==> src/rtl/reg_pkg.sv <==
// Shared encodings for the register-pair sequencer: request ops, pair codes,
// register-file selects, FSM state codes and the pair-to-select mapping.
package reg_pkg;

  typedef enum logic [1:0] {
    OP_READ  = 2'd0,
    OP_WRITE = 2'd1,
    OP_INC   = 2'd2,
    OP_DEC   = 2'd3
  } op_e;

  typedef enum logic [1:0] {
    PAIR_BC  = 2'd0,
    PAIR_DE  = 2'd1,
    PAIR_HL  = 2'd2,
    PAIR_BAD = 2'd3
  } pair_e;

  localparam logic [2:0] REG_B    = 3'd0;
  localparam logic [2:0] REG_C    = 3'd1;
  localparam logic [2:0] REG_D    = 3'd2;
  localparam logic [2:0] REG_E    = 3'd3;
  localparam logic [2:0] REG_H    = 3'd4;
  localparam logic [2:0] REG_L    = 3'd5;
  localparam logic [2:0] REG_ZERO = 3'd6;
  localparam logic [2:0] REG_A    = 3'd7;

  localparam logic [2:0] ST_IDLE  = 3'd0;
  localparam logic [2:0] ST_READ  = 3'd1;
  localparam logic [2:0] ST_WR_LO = 3'd2;
  localparam logic [2:0] ST_WR_HI = 3'd3;
  localparam logic [2:0] ST_RESP  = 3'd4;

  // High byte of a pair lives at the even select, low byte at the odd one.
  function automatic logic [2:0] pair_hi_sel(input logic [1:0] pair);
    return {pair, 1'b0};
  endfunction

  function automatic logic [2:0] pair_lo_sel(input logic [1:0] pair);
    return {pair, 1'b1};
  endfunction

endpackage

==> src/rtl/reg_pair_seq_if.sv <==
// Request/response handshake plus register-file port bundle for reg_pair_seq.
interface reg_pair_seq_if;
  logic        req_valid;
  logic        req_ready;
  logic [1:0]  req_op;
  logic [1:0]  req_pair;
  logic [15:0] req_data;
  logic        rsp_valid;
  logic        rsp_ready;
  logic [15:0] rsp_data;
  logic        rsp_err;
  logic [2:0]  rf_out1_sel;
  logic [2:0]  rf_out2_sel;
  logic [7:0]  rf_out1;
  logic [7:0]  rf_out2;
  logic [7:0]  rf_data_in;
  logic [2:0]  rf_data_in_sel;
  logic        rf_write_reg;

  // Sequencer side
  modport slave (
    input  req_valid, req_op, req_pair, req_data, rsp_ready, rf_out1, rf_out2,
    output req_ready, rsp_valid, rsp_data, rsp_err,
           rf_out1_sel, rf_out2_sel, rf_data_in, rf_data_in_sel, rf_write_reg
  );

  // Requester / register-file side
  modport master (
    output req_valid, req_op, req_pair, req_data, rsp_ready, rf_out1, rf_out2,
    input  req_ready, rsp_valid, rsp_data, rsp_err,
           rf_out1_sel, rf_out2_sel, rf_data_in, rf_data_in_sel, rf_write_reg
  );
endinterface

==> src/rtl/pair_incdec.sv <==
// Combinational 16-bit increment/decrement, wrapping modulo 2^16.
module pair_incdec (
  input  logic [15:0] i_operand,
  input  logic        i_dec,
  output logic [15:0] o_result
);

  // Single adder path selected by direction
  always_comb begin
    o_result = i_dec ? (i_operand - 16'd1) : (i_operand + 16'd1);
  end

endmodule

==> src/rtl/reg_pair_seq.sv <==
// Register-pair sequencer: turns 16-bit pair requests into register-file
// read-select and single-port write cycles, then returns a 16-bit response.
module reg_pair_seq
  import reg_pkg::*;
(
  input  logic          clock,
  input  logic          reset,
  reg_pair_seq_if.slave bus
);

  logic [2:0]  r_state;
  op_e         r_op;
  logic [1:0]  r_pair;
  logic [15:0] r_result;
  logic [15:0] r_rsp_data;
  logic        r_rsp_err;

  logic [15:0] w_operand;
  logic [15:0] w_incdec;
  logic        w_dec;
  logic [2:0]  w_hi_sel;
  logic [2:0]  w_lo_sel;

  assign w_operand = {bus.rf_out1, bus.rf_out2};
  assign w_dec     = (r_op == OP_DEC);
  assign w_hi_sel  = pair_hi_sel(r_pair);
  assign w_lo_sel  = pair_lo_sel(r_pair);

  pair_incdec u_incdec (
    .i_operand (w_operand),
    .i_dec     (w_dec),
    .o_result  (w_incdec)
  );

  // Sequencer FSM and captured request/result/response registers
  always_ff @(posedge clock or posedge reset) begin
    if (reset) begin
      r_state    <= ST_IDLE;
      r_op       <= OP_READ;
      r_pair     <= '0;
      r_result   <= '0;
      r_rsp_data <= '0;
      r_rsp_err  <= 1'b0;
    end else begin
      case (r_state)
        ST_IDLE: begin
          if (bus.req_valid) begin
            r_op     <= op_e'(bus.req_op);
            r_pair   <= bus.req_pair;
            r_result <= bus.req_data;
            if (bus.req_pair == PAIR_BAD) begin
              r_rsp_err  <= 1'b1;
              r_rsp_data <= '0;
              r_state    <= ST_RESP;
            end else begin
              r_rsp_err <= 1'b0;
              r_state   <= (op_e'(bus.req_op) == OP_WRITE) ? ST_WR_LO : ST_READ;
            end
          end
        end
        ST_READ: begin
          if (r_op == OP_READ) begin
            r_rsp_data <= w_operand;
            r_state    <= ST_RESP;
          end else begin
            r_result <= w_incdec;
            r_state  <= ST_WR_LO;
          end
        end
        ST_WR_LO: r_state <= ST_WR_HI;
        ST_WR_HI: begin
          r_rsp_data <= r_result;
          r_state    <= ST_RESP;
        end
        ST_RESP: begin
          if (bus.rsp_ready) begin
            r_state <= ST_IDLE;
          end
        end
        default: r_state <= ST_IDLE;
      endcase
    end
  end

  // State-decoded outputs; all fall to zero as soon as reset clears the state.
  // req_ready also looks at reset directly so it stays low while reset is held.
  always_comb begin
    bus.req_ready      = (r_state == ST_IDLE) && !reset;
    bus.rsp_valid      = (r_state == ST_RESP);
    bus.rsp_data       = r_rsp_data;
    bus.rsp_err        = r_rsp_err;
    bus.rf_out1_sel    = '0;
    bus.rf_out2_sel    = '0;
    bus.rf_write_reg   = 1'b0;
    bus.rf_data_in     = '0;
    bus.rf_data_in_sel = '0;
    case (r_state)
      ST_READ: begin
        bus.rf_out1_sel = w_hi_sel;
        bus.rf_out2_sel = w_lo_sel;
      end
      ST_WR_LO: begin
        bus.rf_write_reg   = 1'b1;
        bus.rf_data_in_sel = w_lo_sel;
        bus.rf_data_in     = r_result[7:0];
      end
      ST_WR_HI: begin
        bus.rf_write_reg   = 1'b1;
        bus.rf_data_in_sel = w_hi_sel;
        bus.rf_data_in     = r_result[15:8];
      end
      default: ;
    endcase
  end

endmodule

==> src/flat_wrapper.sv <==
// flat-port wrapper written by rule: the top's interface ports become plain ports
module reg_pair_seq_flat import reg_pkg::*;
  (clock, reset, bus_req_valid, bus_req_op, bus_req_pair, bus_req_data, bus_rsp_ready, bus_rf_out1, bus_rf_out2, bus_req_ready, bus_rsp_valid, bus_rsp_data, bus_rsp_err, bus_rf_out1_sel, bus_rf_out2_sel, bus_rf_data_in, bus_rf_data_in_sel, bus_rf_write_reg);
  reg_pair_seq_if bus_i ();
  input  logic clock;
  input  logic reset;
  input wire logic [$bits(bus_i.req_valid)-1:0] bus_req_valid;
  input wire logic [$bits(bus_i.req_op)-1:0] bus_req_op;
  input wire logic [$bits(bus_i.req_pair)-1:0] bus_req_pair;
  input wire logic [$bits(bus_i.req_data)-1:0] bus_req_data;
  input wire logic [$bits(bus_i.rsp_ready)-1:0] bus_rsp_ready;
  input wire logic [$bits(bus_i.rf_out1)-1:0] bus_rf_out1;
  input wire logic [$bits(bus_i.rf_out2)-1:0] bus_rf_out2;
  output wire logic [$bits(bus_i.req_ready)-1:0] bus_req_ready;
  output wire logic [$bits(bus_i.rsp_valid)-1:0] bus_rsp_valid;
  output wire logic [$bits(bus_i.rsp_data)-1:0] bus_rsp_data;
  output wire logic [$bits(bus_i.rsp_err)-1:0] bus_rsp_err;
  output wire logic [$bits(bus_i.rf_out1_sel)-1:0] bus_rf_out1_sel;
  output wire logic [$bits(bus_i.rf_out2_sel)-1:0] bus_rf_out2_sel;
  output wire logic [$bits(bus_i.rf_data_in)-1:0] bus_rf_data_in;
  output wire logic [$bits(bus_i.rf_data_in_sel)-1:0] bus_rf_data_in_sel;
  output wire logic [$bits(bus_i.rf_write_reg)-1:0] bus_rf_write_reg;
  assign bus_i.req_valid = bus_req_valid;
  assign bus_i.req_op = bus_req_op;
  assign bus_i.req_pair = bus_req_pair;
  assign bus_i.req_data = bus_req_data;
  assign bus_i.rsp_ready = bus_rsp_ready;
  assign bus_i.rf_out1 = bus_rf_out1;
  assign bus_i.rf_out2 = bus_rf_out2;
  assign bus_req_ready = bus_i.req_ready;
  assign bus_rsp_valid = bus_i.rsp_valid;
  assign bus_rsp_data = bus_i.rsp_data;
  assign bus_rsp_err = bus_i.rsp_err;
  assign bus_rf_out1_sel = bus_i.rf_out1_sel;
  assign bus_rf_out2_sel = bus_i.rf_out2_sel;
  assign bus_rf_data_in = bus_i.rf_data_in;
  assign bus_rf_data_in_sel = bus_i.rf_data_in_sel;
  assign bus_rf_write_reg = bus_i.rf_write_reg;
  reg_pair_seq u_core (.clock(clock), .reset(reset), .bus(bus_i));
endmodule
==> config.mk <==
export PLATFORM = sky130hd
export DESIGN_NAME = reg_pair_seq_flat
export DESIGN_NICKNAME = d
export VERILOG_FILES = /design/src/rtl/reg_pkg.sv /design/src/rtl/reg_pair_seq_if.sv /design/src/rtl/pair_incdec.sv /design/src/rtl/reg_pair_seq.sv /design/src/flat_wrapper.sv
export SDC_FILE = /design/constraint.sdc
export NUM_CORES = 1
export LEC_CHECK = 0
export ABC_AREA = 1
export CELL_PAD_IN_SITES_DETAIL_PLACEMENT = 1
export CELL_PAD_IN_SITES_GLOBAL_PLACEMENT = 1
export CORE_ASPECT_RATIO = 0.6
export CORE_MARGIN = 5
export CORE_UTILIZATION = 34
export CTS_CLUSTER_SIZE = 24
export DETAILED_ROUTE_END_ITERATION = 8
export PLACE_DENSITY_LB_ADDON = 0.05
export SYNTH_ARGS = -nofsm -noshare
export SYNTH_HDL_FRONTEND = slang
export SYNTH_SLANG_ARGS = --single-unit
==> constraint.sdc <==
create_clock -name clock -period 2.05 [get_ports clock]
set_clock_uncertainty 0.15 [all_clocks]
set_input_delay 0.3075 -clock clock [delete_from_list [all_inputs] [get_ports clock]]
set_output_delay 0.3075 -clock clock [all_outputs]
set_load 0.03 [all_outputs]
==> results.yml <==
timing:
  setup_viol: 2
  final-hold-violation-count: 0
  hold_ws_ps: 300
  final.period_utilization: 1.01
  post_route_worst_setup_slack_ps: -25.3
  max_freq_ghz: 0.482
  layout_min_cycle_time_ps: 2080
  rsz0062_at_grt: "yes"
  max_transition_viols_final: 0
grt:
  grt_first_pass_wirelength_um: 18400
  groute.usage.overall: 0.222
  grtUsageMet1: 0.327
  groute.layer.met3.usage: 0.0418
  via_count_of_the_first_global_routing_pass: 3538
  antenna_found_initial: 0
  global_route_track_usage_on_met2: 0.346
  grt_overflow_total: 0
  maximum_number_of_pins_on_one_net_before_global_route_repair: 41
  highest_utilization_routing_layer_at_the_global_route_stage: "met2"
place:
  numPortBuffers: 75
  hpwlAfterDp_um: 9200
  post-place-cells: 685
  dp_worst_slack_ps: -270
  final_gp_congestion: 0.880
worst_setup_path:
  critPathTopFamily: "simple AND/OR/NAND/NOR gates"
  critical_path.n_buffers_inverters: 1
  worst-path-max-fanout: 6
  cp_startpoint_kind: "flip-flop"
  cp_cell_sequence: "nand2_8 -> clkinvlp_4 -> nand2_1 -> nand2_2 -> nand2_1 -> nor2_1 -> a21oi_1 -> nand2_1 -> nand2_1 -> nand3_1 -> nand2_1 -> nand2_1"
  crit_path_max_delay_cell_type: "sky130_fd_sc_hd__dfrtp_2"
  crit_type: "reg -> reg"
  crit_path_frequent_cell: "sky130_fd_sc_hd__nand2_1"
  worstPathRequired_ps: 2080
  cp-end-kind: "flip-flop"
  critPathMaxStageDelay_ps: 500
  cp.arrival_ps: 2100
drt:
  ant_nets: 0
  drt-vias-per-instance: 5.09
  wire_per_inst_um: 18.1
  drt-pass1-iter-count: 4
  vias: 3633
  detail_route.iter0.violations: 170
  finalWirelength_um: 12900
  drc: 0
clocking:
  post_cts_hold_buffer_count: 0
  numClockSinks: 40
  clock_path_buffers: 2
  cts_tree: "yes"
  cts_buffer_count: 5
  clk_pin_slew_ps: 60
  cts_root_buffer: "sky130_fd_sc_hd__clkbuf_16"
  clock_latency_ps: 290
  htree_levels: 2
floorplan:
  io-pin-count: 77
  floorplan.die_area_mm2: 0.0108
  start_util: 0.349
  fp.dieW_um: 131
  core_region_area_mm2: 0.00852
  die-height_um: 82.5
  floorplan.rows: 26
run_status:
  outcome: "finished with violations"
  failing_checks: "setup timing"
power_and_ir_drop:
  power_density_mw_per_mm2: 1570
  vdd_drop_max_uv: 702
  p_leak_uw: 0.00246
  total_power_uw: 7750
hold_path:
  min_path_type: "in -> async"
layout:
  final_util: 0.579
  layoutNonFillerInstCount: 714
  area.growth.synth_to_final_pct: 65.7
  nNetsFinal: 642
  post_route_cells_drive_above_1_share: 0.316
  antenna_cells_inserted: 0
synth:
  synth.distinct_cells: 35
  netlist.top_cell.by_area: "sky130_fd_sc_hd__dfrtp_1"
  syn-cell-area_mm2: 0.00298
  yosysWarnings: 0
  synth.top_cell.area_share: 0.336
  synth.top_cells.by_area: "sky130_fd_sc_hd__dfrtp_1, sky130_fd_sc_hd__nand2_1, sky130_fd_sc_hd__inv_1"
  post_synth.cell_area_avg_um2: 6.50
  async_flop_share: 1.00
  ys_seq_area_frac: 0.336
  synthCells: 458
  yosys_register_bits: 40
  postSynth.topFlopCell: "sky130_fd_sc_hd__dfrtp_1"
  post_synthesis_net_count: 499
  synth-edff-count: 0
flow_run:
  cap_violations: 0
## state kept, by name, summed over array words and instances (netlist names)
signal               flops
u_core.r_op              2
u_core.bus.rsp_data     16
u_core.r_result         16
u_core.bus.rsp_err       1
u_core.r_pair            2
u_core.r_state           3
## where the power goes
group	leakage [uW]	internal (uW)	switching [uW]
clock network	0.0000766	480	318
registers	0.000507	1190	301
logic	0.00188	2230	3230
total	0.00246	3900	3850
## synthesized netlist by cell type (2+ instances only)
cell and number:
sky130_fd_sc_hd__o21ai_1 2, sky130_fd_sc_hd__nor2_1 41, sky130_fd_sc_hd__inv_1 65, sky130_fd_sc_hd__nand2_1 129, sky130_fd_sc_hd__nand3_2 3, sky130_fd_sc_hd__clkbuf_1 5, sky130_fd_sc_hd__xor2_1 8, sky130_fd_sc_hd__o22ai_1 11
sky130_fd_sc_hd__o211ai_1 3, sky130_fd_sc_hd__o21bai_1 2, sky130_fd_sc_hd__nand2_2 6, sky130_fd_sc_hd__inv_2 5, sky130_fd_sc_hd__nand4_1 4, sky130_fd_sc_hd__o21a_1 9, sky130_fd_sc_hd__o21ai_0 28, sky130_fd_sc_hd__buf_2 5
sky130_fd_sc_hd__nand3_1 34, sky130_fd_sc_hd__dfrtp_1 40, sky130_fd_sc_hd__clkinv_1 2, sky130_fd_sc_hd__nor3_1 2, sky130_fd_sc_hd__a41oi_1 3, sky130_fd_sc_hd__a21oi_1 30, sky130_fd_sc_hd__buf_4 9
## cell usage in the layout, fill, tap and decap left out, types with 4 or more instances in the layout
master	n
sky130_fd_sc_hd__a21oi_1	29
sky130_fd_sc_hd__buf_12	7
sky130_fd_sc_hd__buf_4	78
sky130_fd_sc_hd__buf_6	9
sky130_fd_sc_hd__clkbuf_16	8
sky130_fd_sc_hd__clkdlybuf4s50_1	55
sky130_fd_sc_hd__dfrtp_1	36
sky130_fd_sc_hd__dfrtp_2	4
sky130_fd_sc_hd__inv_1	59
sky130_fd_sc_hd__inv_2	11
sky130_fd_sc_hd__nand2_1	104
sky130_fd_sc_hd__nand2_2	26
sky130_fd_sc_hd__nand2_4	5
sky130_fd_sc_hd__nand3_1	26
sky130_fd_sc_hd__nand3_2	8
sky130_fd_sc_hd__nand4_1	4
sky130_fd_sc_hd__nor2_1	32
sky130_fd_sc_hd__nor2_2	5
sky130_fd_sc_hd__nor2_4	6
sky130_fd_sc_hd__o21a_1	9
sky130_fd_sc_hd__o21ai_0	27
sky130_fd_sc_hd__o22ai_1	6
sky130_fd_sc_hd__o22ai_2	5
sky130_fd_sc_hd__xor2_1	8
## metrics by stage
step           cell area, um^2  setup TNS [ps]
2_1_floorplan             2980            -265
3_3_place_gp              4190           -1600
3_5_place_dp              4190           -2380
4_1_cts                   4390               0
5_1_grt                   4930           -1560
6_report                  4930           -32.7
## per-layer routing
| metal | vias up | part of all wire |
|---|---|---|
| li1 | 1750 | - |
| met1 | 1781 | 0.48 |
| met2 | 88 | 0.46 |
| met3 | 14 | 0.050 |
| met4 | 0 | 0.0099 |
| met5 | - | 0 |
## worst paths after layout
path	startpoint	end	slack, ps	depth (start not counted)
setup / recovery	u_core.r_op[1]	u_core.r_result[12]	-30	12
min in group clock	u_core.r_result[15]	u_core.r_result[15]	330	2
setup reg to reg	u_core.r_op[1]	u_core.r_result[12]	-30	12
hold reg to reg	u_core.r_result[15]	u_core.r_result[15]	330	2
max in group asynchronous	reset	u_core.r_op[1]	1210	3
hold / removal	reset	u_core.bus.rsp_data[10]	300	3
## kinds of logic after synthesis
group | share of synthesized area
xor+xnor | 0.0290
mux | 0.00378
fa+ha+maj | 0.00420
buf+inv | 0.134
compound gates | 0.180
flops | 0.336
other cells | 0.00126
simple gates | 0.312
## timing repair
item / CTS / global route
gates cloned: 0 / 4
pin swaps: 0 / 24
hold endpoints to repair: 0 / 0
endpoints found under the setup margin: 22 / 37
gates resized for setup: 13 / 92
buffers inserted: 3 / 15
## tightest hold or removal path, stage by stage
cell and delay [ps]:
sky130_fd_sc_hd__clkdlybuf4s50_1 450, sky130_fd_sc_hd__inv_1 120, sky130_fd_sc_hd__buf_12 230
## area by class of cell
| class | count | area (um^2) |
|---|---|---|
| Clock inverter | 2 | 10.0 |
| Timing Repair Buffer | 156 | 1490 |
| Multi-Input combinational cell | 326 | 1870 |
| Clock buffer | 6 | 139 |
| Fill cell | 1080 | 3590 |
| Tap cell | 112 | 140 |
| Sequential cell | 40 | 1010 |
| Inverter | 72 | 277 |
No activity file was read; power rests on OpenSTA's default activity.
